**src/rtl/serial_subtractor.sv**
```systemverilog
// serial_subtractor: multi-cycle a - b - bin, DIGIT bits per clock, with the
// borrow carried between cycles in a register. start/busy/done handshake.
//
// state | meaning
// ------+---------------------------------------------------------------
// IDLE  | waiting for start; operands captured on the accepting edge
// RUN   | one DIGIT-wide slice subtracted per edge, N = WIDTH/DIGIT edges
// DONE  | done pulse; diff/bout/zero valid; returns to IDLE unconditionally
module serial_subtractor #(
  parameter int WIDTH = 8,
  parameter int DIGIT = 1
) (
  input  logic             clk,
  input  logic             rst_n,
  input  logic             start,
  input  logic [WIDTH-1:0] a,
  input  logic [WIDTH-1:0] b,
  input  logic             bin,
  output logic             busy,
  output logic             done,
  output logic [WIDTH-1:0] diff,
  output logic             bout,
  output logic             zero
);

  localparam int N  = WIDTH / DIGIT;
  localparam int CW = $clog2(N) + 1;
  localparam int RW = (WIDTH > DIGIT) ? (WIDTH - DIGIT) : 1;
  localparam logic [CW-1:0] LAST = CW'(N - 1);

  if ((DIGIT < 1) || (DIGIT > WIDTH) || ((WIDTH % DIGIT) != 0)) begin : g_param_check
    $error("serial_subtractor: WIDTH must be a positive multiple of DIGIT");
  end

  typedef enum logic [1:0] {
    IDLE = 2'd0,
    RUN  = 2'd1,
    DONE = 2'd2
  } state_t;

  state_t            state;
  logic [WIDTH-1:0]  a_sh;
  logic [WIDTH-1:0]  b_sh;
  logic              borrow;
  logic [CW-1:0]     cnt;
  // Partial result: only the digits finished before the final step are kept;
  // the final step's digit joins them directly on the way into diff.
  logic [RW-1:0]     res_sh;
  logic [RW-1:0]     res_keep;
  logic [WIDTH-1:0]  res_next;
  logic [DIGIT:0]    step;

  // One digit of subtraction: MSB of the (DIGIT+1)-bit result is the borrow out.
  always_comb begin
    step = {1'b0, a_sh[DIGIT-1:0]} - {1'b0, b_sh[DIGIT-1:0]} - {{DIGIT{1'b0}}, borrow};
  end

  if (DIGIT == WIDTH) begin : g_single
    assign res_next = step[DIGIT-1:0];
    assign res_keep = res_sh;
  end else begin : g_multi
    // New digit enters at the MSB side; after N steps the LSB digit is at bit 0.
    assign res_next = {step[DIGIT-1:0], res_sh};
    assign res_keep = res_next[WIDTH-1:DIGIT];
  end

  // Sequencer and datapath: load on accepted start, step through N digits,
  // publish the result only on the final step so diff/zero never show partials.
  always_ff @(posedge clk or negedge rst_n) begin
    if (!rst_n) begin
      state  <= IDLE;
      a_sh   <= '0;
      b_sh   <= '0;
      res_sh <= '0;
      borrow <= 1'b0;
      cnt    <= '0;
      busy   <= 1'b0;
      done   <= 1'b0;
      diff   <= '0;
      bout   <= 1'b0;
      zero   <= 1'b0;
    end else begin
      case (state)
        IDLE: begin
          if (start) begin
            a_sh   <= a;
            b_sh   <= b;
            borrow <= bin;
            cnt    <= '0;
            busy   <= 1'b1;
            state  <= RUN;
          end
        end
        RUN: begin
          a_sh   <= a_sh >> DIGIT;
          b_sh   <= b_sh >> DIGIT;
          borrow <= step[DIGIT];
          res_sh <= res_keep;
          cnt    <= cnt + CW'(1);
          if (cnt == LAST) begin
            diff  <= res_next;
            bout  <= step[DIGIT];
            zero  <= (res_next == '0);
            done  <= 1'b1;
            state <= DONE;
          end
        end
        DONE: begin
          done  <= 1'b0;
          busy  <= 1'b0;
          state <= IDLE;
        end
        default: begin
          busy  <= 1'b0;
          done  <= 1'b0;
          state <= IDLE;
        end
      endcase
    end
  end

endmodule

```
**config.mk**
```make
export PLATFORM = sky130hd
export DESIGN_NAME = serial_subtractor
export DESIGN_NICKNAME = d
export VERILOG_FILES = /design/src/rtl/serial_subtractor.sv
export SDC_FILE = /design/constraint.sdc
export NUM_CORES = 1
export LEC_CHECK = 0
export BUFFER_PORTS_ARGS = -buffer_cell sky130_fd_sc_hd__buf_4
export CORE_AREA = 4 4 81 83
export DETAILED_ROUTE_END_ITERATION = 16
export DIE_AREA = 0 0 85 87
export PLACE_DENSITY = 0.57
export SYNTH_ARGS = -nofsm -noshare
export SYNTH_HDL_FRONTEND = slang
export SYNTH_SLANG_ARGS = --single-unit
```
**constraint.sdc**
```tcl
create_clock -name clk -period 1.67 [get_ports clk]
set_clock_uncertainty 0.05 [all_clocks]
set_input_delay 0.0835 -clock clk [delete_from_list [all_inputs] [get_ports clk]]
set_output_delay 0.0835 -clock clk [all_outputs]
set_load 0.005 [all_outputs]
```
Yosys cells after proc, flatten, opt, wreduce, memory -nomap -nowiden:

Cells that the tools add are included.
W data, S select, Z words.

* register bits: 42
* input bits: 20
* output and inout port bits: 12
* logic and storage cells: 43

* add/sub/neg operators: 3
* equal/unequal tests: 4
* multiplexer cells: 15
* bitwise logic cells: 2
* reduce and logical (&&, ||, !) cells: 8

Operator list (count)
* $pmux W8 S2: 2
* $mux W8: 2
* $reduce_and A2 Y1: 5
* $logic_not A8 Y1: 1
* $pmux W4 S2: 1
* $pmux W1 S2: 3
* $add A4 B1 Y4 const B: 1
* $eq A4 B3 Y1 const B: 1
* $mux W2: 2
* $mux W4: 1
* $ne A2 B2 Y1 const B: 2
* $pmux W2 S2: 1
* $mux W1: 3
* $eq A2 B1 Y1 const B: 1
* $logic_not A2 Y1: 1
* $not A1 Y1: 2
* $reduce_bool A2 Y1: 1
* $sub A1 B1 Y2: 1
* $sub A2 B1 Y2: 1

Longest topological paths before layout:

Gate-level depths: netlist (run 1).

* depth in word-level cells: 3
* depth in mapped cells: 6
* depth with buffers taken out: 4

Worst setup path after synthesis (run 1):

Ideal clock, no wire load.

* path type: register -> register
* start: register state[1]
* end: register diff[0]
* setup time: 0.125 ns
* arrival time: 1.308 ns
* data required time: 1.495 ns
* path slack: 0.187 ns
* stages on the path, launching flop included: 6
* buffers on the path: 2
* period minus slack after synthesis: 1.483 ns
* cells stage by stage: dfrtp_1 buf_6 nand2b_4 nor3_4 buf_6 mux2_4

* word-level cells in the longest chain between the ends: 2

Ends and longest elaborated chain
* from (decl): RTL line 41 `state_t state;`
* from (signal assigned): RTL line 71 `state <= IDLE;`
* from (signal assigned): RTL line 91 `state <= RUN;`
* from (signal assigned): RTL line 105 `state <= DONE;`
* $eq A2 B1 Y1: RTL line 83 `case (state)`
* $reduce_and A2 Y1 (no source line)
* to (signal assigned): RTL line 101 `diff <= res_next;`
* to (decl): RTL line 21 `output logic [WIDTH-1:0] diff,`

Every way passes these cells.
A chain may end at the register's enable or synchronous reset.

Worst setup path after layout (run 1):

* start: register cnt[0]
* end: register zero

* word-level cells in the longest chain between the ends: 2

Ends and longest elaborated chain
* from (decl): RTL line 45 `logic [CW-1:0] cnt;`
* from (signal assigned): RTL line 99 `cnt <= cnt + CW'(1);`
* $eq A4 B3 Y1: RTL line 100 `if (cnt == LAST) begin`
* $reduce_and A2 Y1 (no source line)
* to (signal assigned): RTL line 103 `zero <= (res_next == '0);`
* to (decl): RTL line 23 `output logic zero`

Every way passes these cells.

==> results of run 1 <==
## how the worst max path moves through the flow
stage	start	to	slack, ns	cells past startpoint
2_1_floorplan	state[1]	diff[0]	0.19	5
3_5_place_dp	cnt[0]	zero	0.11	5
4_1_cts	cnt[0]	zero	0.09	5
6_report	cnt[0]	zero	0.09	5
3_3_place_gp	cnt[0]	zero	0.14	5
5_1_grt	cnt[0]	zero	0.01	5
## cell families (layout without fill, tap and decap cells)
group | after synthesis | count (layout) | share of synthesized area [%]
and+or+nand+nor | 53 | 53 | 13.2
DFF | 42 | 42 | 55.9
AOI/OAI and AO/OA | 30 | 30 | 8.92
muxes | 25 | 25 | 15.3
buffers and inverters | 14 | 53 | 4.93
adders and majority gates | 2 | 2 | 1.73
## cells in the final DEF, fill, tap and decap left out, types with 2 or more instances in the layout
cell type and count:
mux2_2 2, clkbuf_1 2, a21oi_1 4, o21ai_1 2, nor2b_1 3, inv_1 4, nand2_1 39, nor2_1 3
mux2i_1 16, buf_4 38, mux2_4 7, clkbuf_8 5, o21ai_0 19, buf_12 3, dfrtp_1 42
## power groups by stage
stage	logic (mW)	registers (mW)	clock network, mW
3_5_place_dp	1.52	1.80	0
3_3_place_gp	1.48	1.79	0
4_1_cts	1.53	1.78	0.643
6_report	1.51	1.77	0.609
5_1_grt	1.72	1.84	0.699
2_1_floorplan	1.03	1.72	0
## sequential cells by signal, summed over array words and instances (netlist names)
signal,flops
a_sh,8
b_sh,8
borrow,1
bout,1
busy,1
cnt,4
diff,8
done,1
res_sh,7
state,2
zero,1
## through the flow
step	setup slack (ns)	power [mW]
CTS	0.0909	3.95
detailed placement	0.105	3.32
floorplan	0.187	2.74
global route	0.0150	4.26
finish	0.0874	3.89
global placement	0.143	3.27
## area by class of cell
cell class | instances | area [um^2]
inverters | 4 | 15.0
multi-input cells | 110 | 741
flip-flops and latches | 42 | 1050
fillers | 605 | 3520
repair buffers | 42 | 355
well taps | 75 | 93.8
clock buffers | 7 | 76.3
## metal layers
layer / routed length (um) / up-vias / GRT usage, %
met5: 0 / - / 0
met4: 41 / 0 / 3.02
met3: 229 / 6 / 4.54
met2: 1550 / 29 / 16.7
met1: 1660 / 565 / 12.9
li1: - / 632 / -
## what timing repair did
action,CTS,global route
endpoints found under the setup margin,0,2
resized for setup,0,1
hold endpoints to repair,42,0
setup buffers,0,2
hold buffers,1,0
## worst max-delay path, delay by kind of cell, from the launching register on
kind,cells,cell delay [ns]
adder cells (fa/ha/maj),1,0.21
buffers and inverters,1,0.17
flip-flops,1,0.39
multiplexers,1,0.33
AND/OR/NAND/NOR,2,0.32
==> qor.yml, run 1 <==
die:
  die_height_um: 87
  fp.dieW_um: 85
  design.core.area_mm2: 0.00585
  start_util_pct: 32.1
  ios: 32
  die-area_mm2: 0.00740
  rows: 28
timing:
  relSlewSlack_pct: 64.0
  fmax_mhz: 632
  min_period_ns: 1.58
  hold_slack_ns: 0.00520
  period_share_pct: 94.8
  setup_violations: 0
  hold_viol_final: 0
  tns_ns: 0
  worst_slew_pin_slew_ns: 0.540
  rsz0062_at_grt: "no"
  slew_violations: 0
placed_design:
  port_buffers: 31
  place_inst: 270
  place_congestion: 0.716
  placed_area_mm2: 0.00223
  hpwlAfterDp_mm: 2.43
pwr:
  irDropWorstVdd_v: 0.000676
  clkPwrFrac_pct: 15.7
  p_seq_share_pct: 45.5
  p_sw_mw: 1.28
  powerDensity_mw_per_mm2: 1670
  p_leak_nw: 1.16
  combPwrFrac_pct: 38.8
  p_int_mw: 2.61
  switching_share_pct: 32.9
route:
  drt_drc_violations_left: 0
  routed_wirelength_mm: 3.49
  dr.pass1.iters: 4
  drt_iter0_markers: 39
  via_count: 1232
  viasPerCell: 4.40
  wire_per_inst_um: 12.4
  drtAntennaViolNets: 0
synth:
  synth_ff_type: "dfrtp_1"
  synth-seq-cells: 42
  synth.top_cells.by_count: "dfrtp_1, nand2_1, o21ai_0"
  ys_types: 29
  synth_top_area_share_pct: 55.9
  synthCells: 166
  ys_seq_area_share_pct: 55.9
  async_reset_ff_share_pct: 100
  synth_area_leaders: "dfrtp_1, mux2i_1, nand2_1"
  yosysMostFrequentCell: "dfrtp_1"
  yosys.area.top_type: "dfrtp_1"
  synth.avg_cell_area_um2: 11.3
  synth_area_mm2: 0.00188
  yosys_warnings: 0
  synth_edf_count: 0
  synth_fp_nets: 188
critical_path:
  reg2reg_slack_ns: 0.09
  r2r_start: "cnt[0]"
  worst-path-max-fanout: 10
  worstSetupEndpointType: "register"
  cpPeakStageDelay_ns: 0.39
  start_kind: "register"
  path_class: "register to register"
  worstPathRequired_ns: 1.80
  r2r_cells: 5
  cp_slowest_cell: "dfrtp_1"
  path_cells: "ha_2 -> nand2_1 -> nor3_4 -> buf_12 -> mux2_2"
  r2r-end: "zero"
  arrival_ns: 1.72
flow_run:
  max_cap_violations: 0
global_route:
  antenna_found_initial: 0
  grt_max_degree: 43
  overflow: 0
  grt_pass1_vias: 1283
  grt_pass1_wl_mm: 6.02
  track_usage_pct: 10.5
final_layout:
  diodes: 0
  final_util_pct: 39.9
  final_area_mm2: 0.00233
  drive_gt1_share_pct: 29.3
  syn2layout_area_growth_pct: 24.1
  fin_nets: 227
  stdcell_count: 280
clocking:
  cts_tree: "done"
  htree_num_levels: 2
  cts_sinks: 42
  clockBufferDepth: 2
  clock_latency_ns: 0.29
  cts.clk_slew.worst_paths_ns: 0.07
  cts_root_buf: "clkbuf_8"
  cts_made_buffers: 5
hold_path:
  hold_path.class: "input port to register"
  hold_depth: 3
  worstHoldStart: "a[6]"
  min_to: "a_sh[6]"
outcome:
  status: "finished, final reports clean"
Power figures use the tool's default switching activity.
==> run 2, diff against run 1 <==
Settings changed: PLACE_DENSITY 0.57 to 0.6.
==> run 2 against run 1 <==
Effect of this change: non-clock buffer count shrank 3; via count fell by 0.97%; setup slack gained 0.031 ns; sequential cell count unchanged; critical path depth down 1; maximum frequency grew 2.0%; clock-buffer cell count unchanged; global-route usage down 0.62 points; sequential power about the same; hold slack improved by 0.0096 ns; critical path type unchanged; highest routed layer unchanged.
==> qor.yml, run 2 (same netlist as run 1, synthesis figures left out) <==
outcome:
  status: "finished, final reports clean"
global_route:
  antenna_found_initial: 0  # unchanged
  grt_pass1_wl_mm: 5.80  # -3.6%
  overflow: 0  # unchanged
  grt_max_degree: 43  # unchanged
  grt_pass1_vias: 1286  # +0.23%
  track_usage_pct: 9.84  # -0.62 points
route:
  viasPerCell: 4.39  # -0.26%
  via_count: 1220  # -0.97%
  drt_drc_violations_left: 0  # unchanged
  drt_iter0_markers: 28  # -28%
  routed_wirelength_mm: 3.24  # -6.9%
  drtAntennaViolNets: 0  # unchanged
  dr.pass1.iters: 4  # unchanged
  wire_per_inst_um: 11.7  # -6.3%
final_layout:
  diodes: 0  # unchanged
  fin_nets: 224  # -1.3%
  stdcell_count: 278  # -0.71%
  layout_commonest_cell: "dfrtp_1"
  final_cell_mix: "dfrtp_1, nand2_1, buf_4, o21ai_0, mux2i_1"
  reg.largest.list: "a_sh x8, b_sh x8, diff x8"
  syn2layout_area_growth_pct: 22.9
  n_fill_cell: 577  # -4.6%
  drive_gt1_share_pct: 28.6  # -0.70 points
critical_path:
  cp_num_buf_inv: 1  # unchanged
  path_class: "register to register"
  cpPeakStageDelay_ns: 0.51  # +0.12 ns
  arrival_ns: 1.67  # -0.05 ns
  start_kind: "register"
  worst-path-max-fanout: 3  # -7
  path_cells: "inv_1 -> fa_1 -> and4b_1 -> mux2_2"
  cp_top_family: "adder cells"
  cp_slowest_cell: "fa_1"
  worstSetupEndpointType: "register"
  worstPathRequired_ns: 1.79  # about the same
placed_design:
  place_congestion: 0.754  # +5.3%
  port_buffers: 31  # unchanged
  hpwlAfterDp_mm: 2.24  # -7.8%
  place_inst: 269  # -0.37%
timing:
  worst_slew_pin_slew_ns: 0.537  # -0.00322 ns
  setup_violations: 0  # unchanged
  rsz0062_at_grt: "no"
  relSlewSlack_pct: 64.2  # +0.21 points
  min_period_ns: 1.55  # -0.0311 ns
  period_share_pct: 92.9  # -1.9 points
  fmax_mhz: 645  # +2.0%
  slew_violations: 0  # unchanged
  hold_viol_final: 0  # unchanged
  tns_ns: 0  # unchanged
die:
  design.core.area_mm2: 0.00585  # unchanged
  start_util_pct: 32.1  # unchanged
  die_height_um: 87  # unchanged
  rows: 28  # unchanged
  fp.dieW_um: 85  # unchanged
  die-area_mm2: 0.00740  # unchanged
  ios: 32  # unchanged
clocking:
  postCtsHoldBufs: 1  # unchanged
  cts_sinks: 42  # unchanged
  cts_tree: "done"
  htree_num_levels: 2  # unchanged
  cts.clk_slew.worst_paths_ns: 0.08  # about the same
  cts_made_buffers: 5  # unchanged
  cts_root_buf: "clkbuf_8"
  clockBufferDepth: 2  # unchanged
  clock_latency_ns: 0.28  # about the same
  cts.repair.resized: 0  # unchanged
  postCtsSetupBuffers: 0  # unchanged
flow_run:
  max_cap_violations: 0  # unchanged
pwr:
  p_leak_nw: 1.15  # -0.59%
  powerDensity_mw_per_mm2: 1660  # -0.26%
  irDropWorstVdd_v: 0.000626  # -7.5%
hold_path:
  hold_path.class: "input port to register"
==> run 2: changes by cell type in the layout (fill, tap and decap cells not counted), sizes merged <==
cell	previous run	this run
buf	41	38
clkinv	0	1
==> run 2: layout make-up <==
| type | instances | area [um^2] | share of cell area (%) |
|---|---|---|---|
| Sequential cell | 42 | 1050 | 45.5 |
| Multi-Input combinational cell | 110 | 738 | 32.0 |
| Timing Repair Buffer | 39 | 320 | 13.9 |
| Tap cell | 75 | 93.8 | 4.06 |
| Clock buffer | 7 | 86.3 | 3.74 |
| Inverter | 4 | 15.0 | 0.650 |
| Clock inverter | 1 | 5.00 | 0.217 |
==> run 2: per-stage QoR <==
stage / hold slack [ns] / area (um^2) / util (%) / worst slack (ns) / power [mW]
finish: 0.0148 / 2310 / 39.5 / 0.118 / 3.85
detailed placement: 0.0594 / 2210 / 37.7 / 0.122 / 3.26
floorplan: -0.262 / 1880 / - / 0.187 / 2.74
CTS: 0.00655 / 2310 / 39.5 / 0.111 / 3.94
global route: 0.0333 / 2310 / 39.5 / 0.0168 / 4.20
global placement: 0.0541 / 2210 / 37.7 / 0.162 / 3.22
==> run 2: power by group <==
group | internal, mW | switching [mW] | leakage (nW)
Sequential | 1.46 | 0.301 | 0.529
Combinational | 0.808 | 0.621 | 0.574
Clock | 0.333 | 0.322 | 0.0482
==> run 2: path summary, 6_finish.rpt <==
| kind | startpoint | to | slack [ns] | cells past startpoint |
|---|---|---|---|---|
| max | a_sh[0] | zero | 0.12 | 4 |
| min | a[6] | a_sh[6] | 0.01 | 3 |
| max reg2reg | a_sh[0] | zero | 0.12 | 4 |
| min reg2reg | b_sh[1] | b_sh[1] | 0.43 | 2 |
| max in group asynchronous | rst_n | diff[0] | 0.92 | 2 |
| min in group asynchronous | rst_n | res_sh[0] | 0.27 | 2 |
==> run 2: per-layer routing <==
layer	track usage [%]	vias to the layer above	share of wire, %
met3	3.22	5	6.3
met2	15.2	29	43
met5	0	-	0
met4	3.88	0	1.2
met1	12.8	557	49
li1	-	629	-
==> run 2: worst min-delay path: cells and delay by family <==
kind	cells	cell delay, ns
mux	1	0.05
compound gates	1	0.10
buf+inv	1	0.07
